<file path="src/rtl/apa102_strip_ctrl.sv">
// APA102/DotStar strip controller: Wishbone register file plus start/LED/end frame serialiser.
// Optional auto-refresh is compiled in when APA102_AUTO_REFRESH_EN is defined.
module apa102_strip_ctrl #(
  parameter int NUM_LEDS       = 8,
  parameter int CLK_DIV        = 2,
  parameter int ADDR_WIDTH     = 32,
  parameter int DATA_WIDTH     = 32,
  parameter int REFRESH_CYCLES = 1000000
) (
  input  logic                  i_clk,
  input  logic                  i_rst_n,
  input  logic [ADDR_WIDTH-1:0] wb_adr_i,
  input  logic [DATA_WIDTH-1:0] wb_dat_i,
  output logic [DATA_WIDTH-1:0] wb_dat_o,
  input  logic                  wb_we_i,
  input  logic [3:0]            wb_sel_i,
  input  logic                  wb_stb_i,
  input  logic                  wb_cyc_i,
  output logic                  wb_ack_o,
  output logic                  wb_err_o,
  output logic                  wb_rty_o,
  output logic                  o_led_clk,
  output logic                  o_led_data
);
  localparam int IDX_W     = (NUM_LEDS > 1) ? $clog2(NUM_LEDS) : 1;
  localparam int DIV_W     = (CLK_DIV > 1) ? $clog2(CLK_DIV) : 1;
  localparam int END_WORDS = (NUM_LEDS + 15) / 16;
  localparam logic [8:0]       LAST_LED = 9'(NUM_LEDS - 1);
  localparam logic [8:0]       LAST_END = 9'(END_WORDS - 1);
  localparam logic [DIV_W-1:0] LAST_DIV = DIV_W'(CLK_DIV - 1);

  typedef enum logic [1:0] {IDLE, START_FRAME, LED_FRAME, END_FRAME} state_t;

  state_t           state_q, state_d;
  logic [31:0]      shift_q, shift_d;
  logic [4:0]       bit_q, bit_d;
  logic [8:0]       word_q, word_d;
  logic [DIV_W-1:0] div_q, div_d;
  logic             led_clk_q, led_clk_d, led_data_q, led_data_d;
  logic             pending_q, pending_d, go_q, go_d;
  logic             ack_q, ack_d, err_q, err_d;
  logic [31:0]      dat_q, dat_d;
  logic [28:0]      led_q [NUM_LEDS];
  logic             auto_q, refresh_fire, launch;

  logic [ADDR_WIDTH-1:0] wrd, led_off;
  logic [IDX_W-1:0]      led_idx;
  logic [8:0]            word_inc;
  logic                  req, ctrl_hit, led_hit, busy, start_wr, led_we;
  logic                  unused_bits;

  assign wrd      = {2'b00, wb_adr_i[ADDR_WIDTH-1:2]};
  assign led_off  = wrd - ADDR_WIDTH'(4);
  assign led_idx  = led_off[IDX_W-1:0];
  assign word_inc = word_q + 9'd1;
  assign req      = wb_cyc_i & wb_stb_i & ~ack_q & ~err_q;
  assign ctrl_hit = (wrd == '0);
  assign led_hit  = (wrd >= ADDR_WIDTH'(4)) && (wrd < ADDR_WIDTH'(4 + NUM_LEDS));
  assign busy     = (state_q != IDLE);
  assign start_wr = req & wb_we_i & ctrl_hit & wb_sel_i[0] & wb_dat_i[0];
  assign led_we   = req & wb_we_i & led_hit;
  assign unused_bits = ^wb_dat_i[31:29];

  assign wb_ack_o   = ack_q;
  assign wb_err_o   = err_q;
  assign wb_rty_o   = 1'b0;
  assign wb_dat_o   = dat_q;
  assign o_led_clk  = led_clk_q;
  assign o_led_data = led_data_q;

`ifdef APA102_AUTO_REFRESH_EN
  logic [31:0] refresh_q;
  // The idle counter only runs while AUTO is set and no frame is in flight.
  always_ff @(posedge i_clk or negedge i_rst_n) begin
    if (!i_rst_n) begin
      auto_q    <= 1'b0;
      refresh_q <= '0;
    end else begin
      if (req & wb_we_i & ctrl_hit & wb_sel_i[0]) auto_q <= wb_dat_i[2];
      refresh_q <= (auto_q && !busy && !refresh_fire) ? refresh_q + 32'd1 : '0;
    end
  end
  assign refresh_fire = auto_q && !busy && (refresh_q == 32'(REFRESH_CYCLES - 1));
`else
  assign auto_q       = 1'b0;
  assign refresh_fire = 1'b0;
`endif

  always_comb begin
    ack_d = req & (ctrl_hit | led_hit);
    err_d = req & ~(ctrl_hit | led_hit);
    dat_d = '0;
    if (req && !wb_we_i) begin
      if (ctrl_hit)     dat_d = {28'd0, pending_q, auto_q, busy, 1'b0};
      else if (led_hit) dat_d = {3'b111, led_q[led_idx]};
    end
  end

  always_comb begin
    state_d    = state_q;
    shift_d    = shift_q;
    bit_d      = bit_q;
    word_d     = word_q;
    div_d      = div_q;
    led_clk_d  = led_clk_q;
    led_data_d = led_data_q;
    pending_d  = pending_q | (start_wr & busy);
    go_d       = start_wr & ~busy;
    launch     = 1'b0;
    if (!busy) begin
      launch = go_q | pending_q | refresh_fire;
    end else if (div_q != LAST_DIV) begin
      div_d = div_q + DIV_W'(1);
    end else begin
      div_d = '0;
      if (!led_clk_q) begin
        led_clk_d = 1'b1;
      end else begin
        led_clk_d = 1'b0;
        if (bit_q != 5'd31) begin
          bit_d   = bit_q + 5'd1;
          shift_d = {shift_q[30:0], 1'b0};
        end else begin
          // Word boundary: each LED word is fetched from its register only now.
          bit_d = '0;
          case (state_q)
            START_FRAME: begin
              state_d = LED_FRAME;
              word_d  = '0;
              shift_d = {3'b111, led_q[0]};
            end
            LED_FRAME: begin
              if (word_q == LAST_LED) begin
                state_d = END_FRAME;
                word_d  = '0;
                shift_d = '1;
              end else begin
                word_d  = word_inc;
                shift_d = {3'b111, led_q[word_inc[IDX_W-1:0]]};
              end
            end
            default: begin
              if (word_q != LAST_END) begin
                word_d  = word_inc;
                shift_d = '1;
              end else if (pending_d) begin
                launch = 1'b1;
              end else begin
                state_d = IDLE;
                shift_d = '0;
              end
            end
          endcase
        end
        led_data_d = shift_d[31];
      end
    end
    if (launch) begin
      state_d    = START_FRAME;
      shift_d    = '0;
      bit_d      = '0;
      word_d     = '0;
      div_d      = '0;
      led_clk_d  = 1'b0;
      led_data_d = 1'b0;
      pending_d  = 1'b0;
    end
  end

  always_ff @(posedge i_clk or negedge i_rst_n) begin
    if (!i_rst_n) begin
      state_q    <= IDLE;
      shift_q    <= '0;
      bit_q      <= '0;
      word_q     <= '0;
      div_q      <= '0;
      led_clk_q  <= 1'b0;
      led_data_q <= 1'b0;
      pending_q  <= 1'b0;
      go_q       <= 1'b0;
      ack_q      <= 1'b0;
      err_q      <= 1'b0;
      dat_q      <= '0;
    end else begin
      state_q    <= state_d;
      shift_q    <= shift_d;
      bit_q      <= bit_d;
      word_q     <= word_d;
      div_q      <= div_d;
      led_clk_q  <= led_clk_d;
      led_data_q <= led_data_d;
      pending_q  <= pending_d;
      go_q       <= go_d;
      ack_q      <= ack_d;
      err_q      <= err_d;
      dat_q      <= dat_d;
    end
  end

  always_ff @(posedge i_clk or negedge i_rst_n) begin
    if (!i_rst_n) begin
      for (int i = 0; i < NUM_LEDS; i++) led_q[i] <= '0;
    end else if (led_we) begin
      if (wb_sel_i[0]) led_q[led_idx][7:0]   <= wb_dat_i[7:0];
      if (wb_sel_i[1]) led_q[led_idx][15:8]  <= wb_dat_i[15:8];
      if (wb_sel_i[2]) led_q[led_idx][23:16] <= wb_dat_i[23:16];
      if (wb_sel_i[3]) led_q[led_idx][28:24] <= wb_dat_i[28:24];
    end
  end
endmodule

</file>
<file path="config.mk">
export PLATFORM = sky130hd
export DESIGN_NAME = apa102_strip_ctrl
export DESIGN_NICKNAME = d
export VERILOG_FILES = /design/src/rtl/apa102_strip_ctrl.sv
export SDC_FILE = /design/constraint.sdc
export NUM_CORES = 1
export LEC_CHECK = 0
export BUFFER_PORTS_ARGS = -buffer_cell sky130_fd_sc_hd__buf_2
export CORE_MARGIN = 4
export CORE_UTILIZATION = 65
export DETAILED_ROUTE_END_ITERATION = 8
export PLACE_DENSITY = 0.88
export SLEW_MARGIN = 0
export SYNTH_ARGS = -nofsm -noshare
export SYNTH_HDL_FRONTEND = slang
export SYNTH_SLANG_ARGS = --single-unit
</file>
<file path="constraint.sdc">
create_clock -name i_clk -period 7.1 [get_ports i_clk]
set_input_delay 0.71 -clock i_clk [delete_from_list [all_inputs] [get_ports i_clk]]
set_output_delay 0.71 -clock i_clk [all_outputs]
set_load 0.02 [all_outputs]
</file>
==> run metrics, run 1 <==
status=complete, no violations; Post-synth EDFFs=0; Reg2Reg Setup Slack=~3500 ps; reg2reg end=shift_q[25]$_DFFE_PN0P_; row count=57; drt total wl=46,300 µm; CTS H-tree depth=2; worst slew pin tran=1320 ps; vias=12,700; Core ar.=24,500 µm²; Worst setup EP type=flip-flop; worst path required time=7470 ps; FFs w/ async S/R, synth=1.00; residual DRC count=0; Clock Skew=9.81 ps; synthesized instance count=1,298; MaxCap Viol Count=0; Post-Syn Area=16,300 µm²; Pins Over Slew Limit=0; Seq cells post-synth=roughly 320; Vias/cell=roughly 7.4; CTS Root Buffer Type=clkbuf_16; CTS tree=yes; final setup violation count=0; antenna viol nets, final=0; maximum VDD drop=0.205 mV; Worst-path clk slew=60 ps; synthesized area per cell=12.6 µm²; GRT Overall Usage=0.329; DRT Pass-1 Iters=6; initial antenna violation count=2; 1st-iter DRT viols=1,564; final net count=between 1,000 and 1,500; average wire per cell in the routed design=between 20 and 30 µm; Die Height=166 µm; setup slack after layout=3530 ps; PostCTS Resize Cnt=0; Area growth syn-to-layout=11.6%; R2R Path Start=word_q[0]$_DFFE_PN0P_; met1 GRT Util=0.438; Worst Setup Path Type=reg2reg; CP startpoint kind=flip-flop; largest net degree at the start of global routing=141; I/O pin count=110; Buffers on Ports=approximately 100; worst reg-to-reg path cell count=8; fin crit period=3570 ps; share of the clock period used by the worst path=0.503; count of yosys warnings during synthesis=0; clk buf depth=3; worst-skew pair later-pin latency=520 ps; share of cells above drive strength 1=0.375; sequential fraction of the synthesis area=0.484; CP Data Arrival Time=3940 ps; most frequent cells in the layout=dfrtp_1 (315), mux2_2 (215), buf_2 (102), o22ai_1 (79), nor2_1 (62); die outline area=roughly 28,000 µm²; vias in the first global route=13,000; Static Leak=8.88 nW; Num CTS Buffers=35; DPL Wire Length=27,300 µm; Hold Crit Class=in2async; Distinct cells, synth=60; critical path peak fanout=33; ys flop type=dfrtp_1; Initial Util=0.665; setup_tns=0 ps; met2 Resource Use GR=0.525; postcts setup bufs=0; leading cell type in the layout, fill and taps excluded=dfrtp_1; die width=166 µm; Setup Slack @ Placement=approximately 3500 ps; Slew headroom=0.115; CTS sink cnt=approximately 320; Mapped Nets=around 1,400; Peak Freq=0.280 GHz; grt ovf=0; hold buffer count at cts=0; crit path from=word_q[0]$_DFFE_PN0P_; pwr dens=208 nW/µm²; Hold Vio Cnt, Final=0; gpl congestion=0.853; RSZ-0062 raised after global routing=false; grt met3 use=0.0694; busiest grt layer=met2; first-pass GRT wire length=73,000 µm
==> worst max path at each step <==
stage,slack [ps],cells after the start,to
after floorplan,3940,12,shift_q[21]$_DFFE_PN0P_
after global placement,3630,8,shift_q[25]$_DFFE_PN0P_
after detailed placement,3540,8,shift_q[25]$_DFFE_PN0P_
after CTS,3540,8,shift_q[25]$_DFFE_PN0P_
after global routing,3410,8,shift_q[25]$_DFFE_PN0P_
final,3530,8,shift_q[25]$_DFFE_PN0P_
==> cell families (layout without fill, tap and decap cells) <==
group | count (synthesis) | in the layout | share of synthesized area
flops | 316 | 316 | 0.484
compound gates | 305 | 305 | 0.146
mux | 302 | 302 | 0.248
simple gates | 259 | 259 | 0.0887
buf+inv | 105 | 190 | 0.0256
fa+ha+maj | 8 | 8 | 0.00613
xor+xnor | 2 | 2 | 0.00107
other cells | 1 | 2 | 0.000230
==> cell usage after synthesis, types with 10 or more instances <==
master	n	share of area
o221ai_1	14	0.0075
dfrtp_1	316	0.48
nand3_1	15	0.0046
buf_2	10	0.0031
buf_1	16	0.0037
mux4_2	58	0.080
a2bb2oi_1	30	0.016
o21ai_0	13	0.0040
nor2_1	63	0.014
clkbuf_1	68	0.016
o22a_1	14	0.0075
a21o_1	29	0.013
mux2_2	215	0.15
a221o_1	27	0.017
or4_1	14	0.0064
o22ai_1	79	0.030
a21oi_1	23	0.0071
nand2_1	32	0.0074
nor3_1	40	0.012
o221a_2	28	0.019
a221oi_1	28	0.015
nor4_1	23	0.0088
nand2_2	24	0.0092
mux2_1	22	0.015
==> flip-flops by register name, summed over array words and instances (netlist names) <==
| name | cells |
|---|---|
| word_q | 9 |
| wb_dat_o | 30 |
| bit_q | 5 |
| pending_q | 1 |
| go_q | 1 |
| div_q | 1 |
| state_q | 2 |
| shift_q | 32 |
| wb_err_o | 1 |
| o_led_clk | 1 |
| led_q | 232 |
| wb_ack_o | 1 |
==> per-stage QoR <==
step	hold slack, ps	util	instance area [µm²]	cells	total power, mW
6_report	242	0.743	18200	1708	3.80
5_1_grt	315	0.743	18200	1708	3.90
4_1_cts	278	0.743	18200	1707	3.80
3_5_place_dp	503	0.695	17100	1648	2.00
3_3_place_gp	490	0.695	17100	1648	1.99
2_1_floorplan	414	-	16300	1298	1.90
==> layout make-up <==
| cell class | count | area [µm²] |
|---|---|---|
| Tap cell | 324 | 405 |
| Timing Repair Buffer | 123 | 688 |
| Fill cell | 1576 | 6310 |
| Sequential cell | 316 | 7910 |
| Clock inverter | 7 | 88.8 |
| Inverter | 8 | 30.0 |
| Clock buffer | 52 | 1070 |
| Multi-Input combinational cell | 877 | 8020 |
| Antenna cell | 1 | 2.50 |
==> report_power, final <==
| group | internal, mW | total [mW] | switching [mW] |
|---|---|---|---|
| Sequential | 1.80 | 1.80 | 0.000163 |
| Clock | 1.11 | 1.83 | 0.716 |
| Combinational | 0.0502 | 0.166 | 0.116 |
==> metal layers <==
| metal | wire length, µm | vias up |
|---|---|---|
| li1 | - | 5253 |
| met1 | 17000 | 6398 |
| met2 | 22200 | 848 |
| met3 | 4720 | 203 |
| met4 | 2370 | 2 |
| met5 | 7 | - |
==> worst max-delay path: stages (launching register included) <==
cell and delay [ps]:
dfrtp_4 560, inv_1 90, ha_2 850, buf_4 630, mux4_2 600, a21o_1 190, o221a_2 120, a221oi_1 260
nor3_1 90
(Power assumes the default switching activity.)
==> inputs of run 2 (changes only) <==
CORE_UTILIZATION = 55   (was 65)
PLACE_DENSITY = 0.79   (was 0.88)
clock period = 3 ns   (was 7.1 ns; I/O delays follow)
==> run 2 against run 1 <==
Non-clock buffer count rose by 32. Combinational power rose to 2.5 times the previous value. Design area rose by 1.8%. Worst setup slack got worse by 3100 ps. Critical path depth fell by 1. Sequential share of layout area fell by 0.77 points. Clock power rose by 120%. Count of clock-buffer cells in the layout fell by 3. Global-route usage fell by 5.4 points. Routed wire length fell by 1.5%. Highest routed layer unchanged.
==> run metrics, run 2 (synthesized netlist as in run 1, its figures left out) <==
utilization after layout=0.639; setup slack after layout=418 ps; crit path buf inv count=0; clk buf depth=3; Hold Vio Cnt, Final=0; critical path's top delay family=simple AND/OR/NAND/NOR gates; 1st-iter DRT viols=1,187; CTS sink cnt=316; Slew headroom=0.442; die outline area=32,500 µm²; largest net degree at the start of global routing=98; CP most frequent cell=ha_1; worst path required time=3400 ps; pwr dens=472 nW/µm²; final net count=1,473; worst path cell trace=ha_1 -> and3_1 -> ha_1 -> nand4_1 -> or4_1 -> o211a_1 -> a211o_1; max reg flops=232; Initial Util=0.563; Top reg by flops=led_q; I/O pin count=110; Setup Slack @ Placement=roughly 310 ps; CTS tree=yes; CTS Root Buffer Type=clkbuf_16; RSZ-0062 raised after global routing=false; DRT Pass-1 Iters=7; first-pass GRT wire length=roughly 72,000 µm; Core ar.=29,000 µm²; fin crit period=2580 ps; Worst setup EP type=flip-flop; CP startpoint kind=flip-flop; vias=12,600; Area after DPL=17,500 µm²; die width=between 150 and 200 µm; Num CTS Buffers=34; Static Leak=9.01 nW; Peak Freq=0.387 GHz; CTS H-tree depth=2; Area growth syn-to-layout=13.6%; DP Cell Count=approximately 1,700; critical path peak fanout=7; worst slew pin tran=837 ps; GRT Overall Usage=0.275; Worst Setup Path Type=reg2reg; share of cells above drive strength 1=0.386; Die Height=180 µm; share of the clock period used by the worst path=0.861; residual DRC count=0; Buffers on Ports=103; leading cell type in the layout, fill and taps excluded=dfrtp_1; Clock Skew=25.7 ps; Crit path largest cell delay=550 ps; initial antenna violation count=2; Fill cells=2,201; average wire per cell in the routed design=25.3 µm; Max stage delay cell, worst path=or4_1; Worst-path clk slew=about 60 ps; gpl congestion=0.849; postcts setup bufs=0; final setup violation count=0; setup_tns=0 ps; MaxCap Viol Count=0; vias in the first global route=12,900; worst-skew pair later-pin latency=about 530 ps; grt ovf=0; Vias/cell=7.02; Pins Over Slew Limit=0; maximum VDD drop=about 0.41 mV; most frequent cells in the layout=dfrtp_1 (315), mux2_2 (215), buf_2 (102), o22ai_1 (79), nor2_1 (62); CP Data Arrival Time=2980 ps; Post-Layout Cell Count=1,801; antenna viol nets, final=0; row count=62; DPL Wire Length=28,000 µm; final instance area=between 15,000 and 20,000 µm²; status=complete, no violations; drt total wl=45,600 µm; Hold Crit Class=in2reg
run 2: cell types whose count changed in the layout (fill, tap and decap cells not counted), sizes merged:
cell / delta
dlygate4sd3: +2
clkinvlp: +2
buf: +30
clkbuf: -3
clkinv: +2
bufinv: -1
inv: +1
run 2: cell type report:
cell class	instances	area (µm²)	share of cell area
Clock buffer	49	967	0.0521
Inverter	8	30.0	0.00162
Tap cell	384	480	0.0259
Clock inverter	11	104	0.00560
Antenna cell	1	2.50	0.000135
Timing Repair Buffer	155	1030	0.0557
Sequential cell	316	7910	0.426
Multi-Input combinational cell	877	8020	0.432
run 2: path summary, 6_finish.rpt:
check,depth (start not counted),to,slack (ps),start
setup reg to reg,7,state_q[0]$_DFFE_PN0P_,420,bit_q[0]$_DFFE_PN0P_
setup / recovery,7,state_q[0]$_DFFE_PN0P_,420,bit_q[0]$_DFFE_PN0P_
min in group asynchronous,2,led_q[78]$_DFFE_PN0P_,410,i_rst_n
max in group asynchronous,3,led_q[121]$_DFFE_PN0P_,1710,i_rst_n
hold reg to reg,1,shift_q[29]$_DFFE_PN0P_,510,shift_q[29]$_DFFE_PN0P_
hold / removal,2,wb_ack_o$_DFF_PN0_,70,wb_adr_i[5]
run 2: timing repair:
action | CTS | global route
hold endpoints to repair | 94 | 0
resized for setup | 0 | 0
hold buffers | 2 | 0
run 2: where the power goes:
part	switching, mW	leakage, nW	internal (mW)
Clock	1.74	0.523	2.34
Combinational	0.277	4.09	0.138
Sequential	0.000335	4.39	4.26
run 2: layer usage:
layer  vias to the layer above  GRT usage  routed length, µm
li1                       5339          -                  -
met1                      6440      0.366              17800
met2                       689      0.438              21600
met3                       176     0.0561               3900
met4                         2      0.132               2220
met5                         -          0                 11
run 2: through the flow:
step                power [mW]  hold WS [ps]
detailed placement        4.75           382
CTS                       8.79          62.8
global route              9.03          87.9
floorplan                 4.50          4.41
finish                    8.76          73.9
global placement          4.74           388
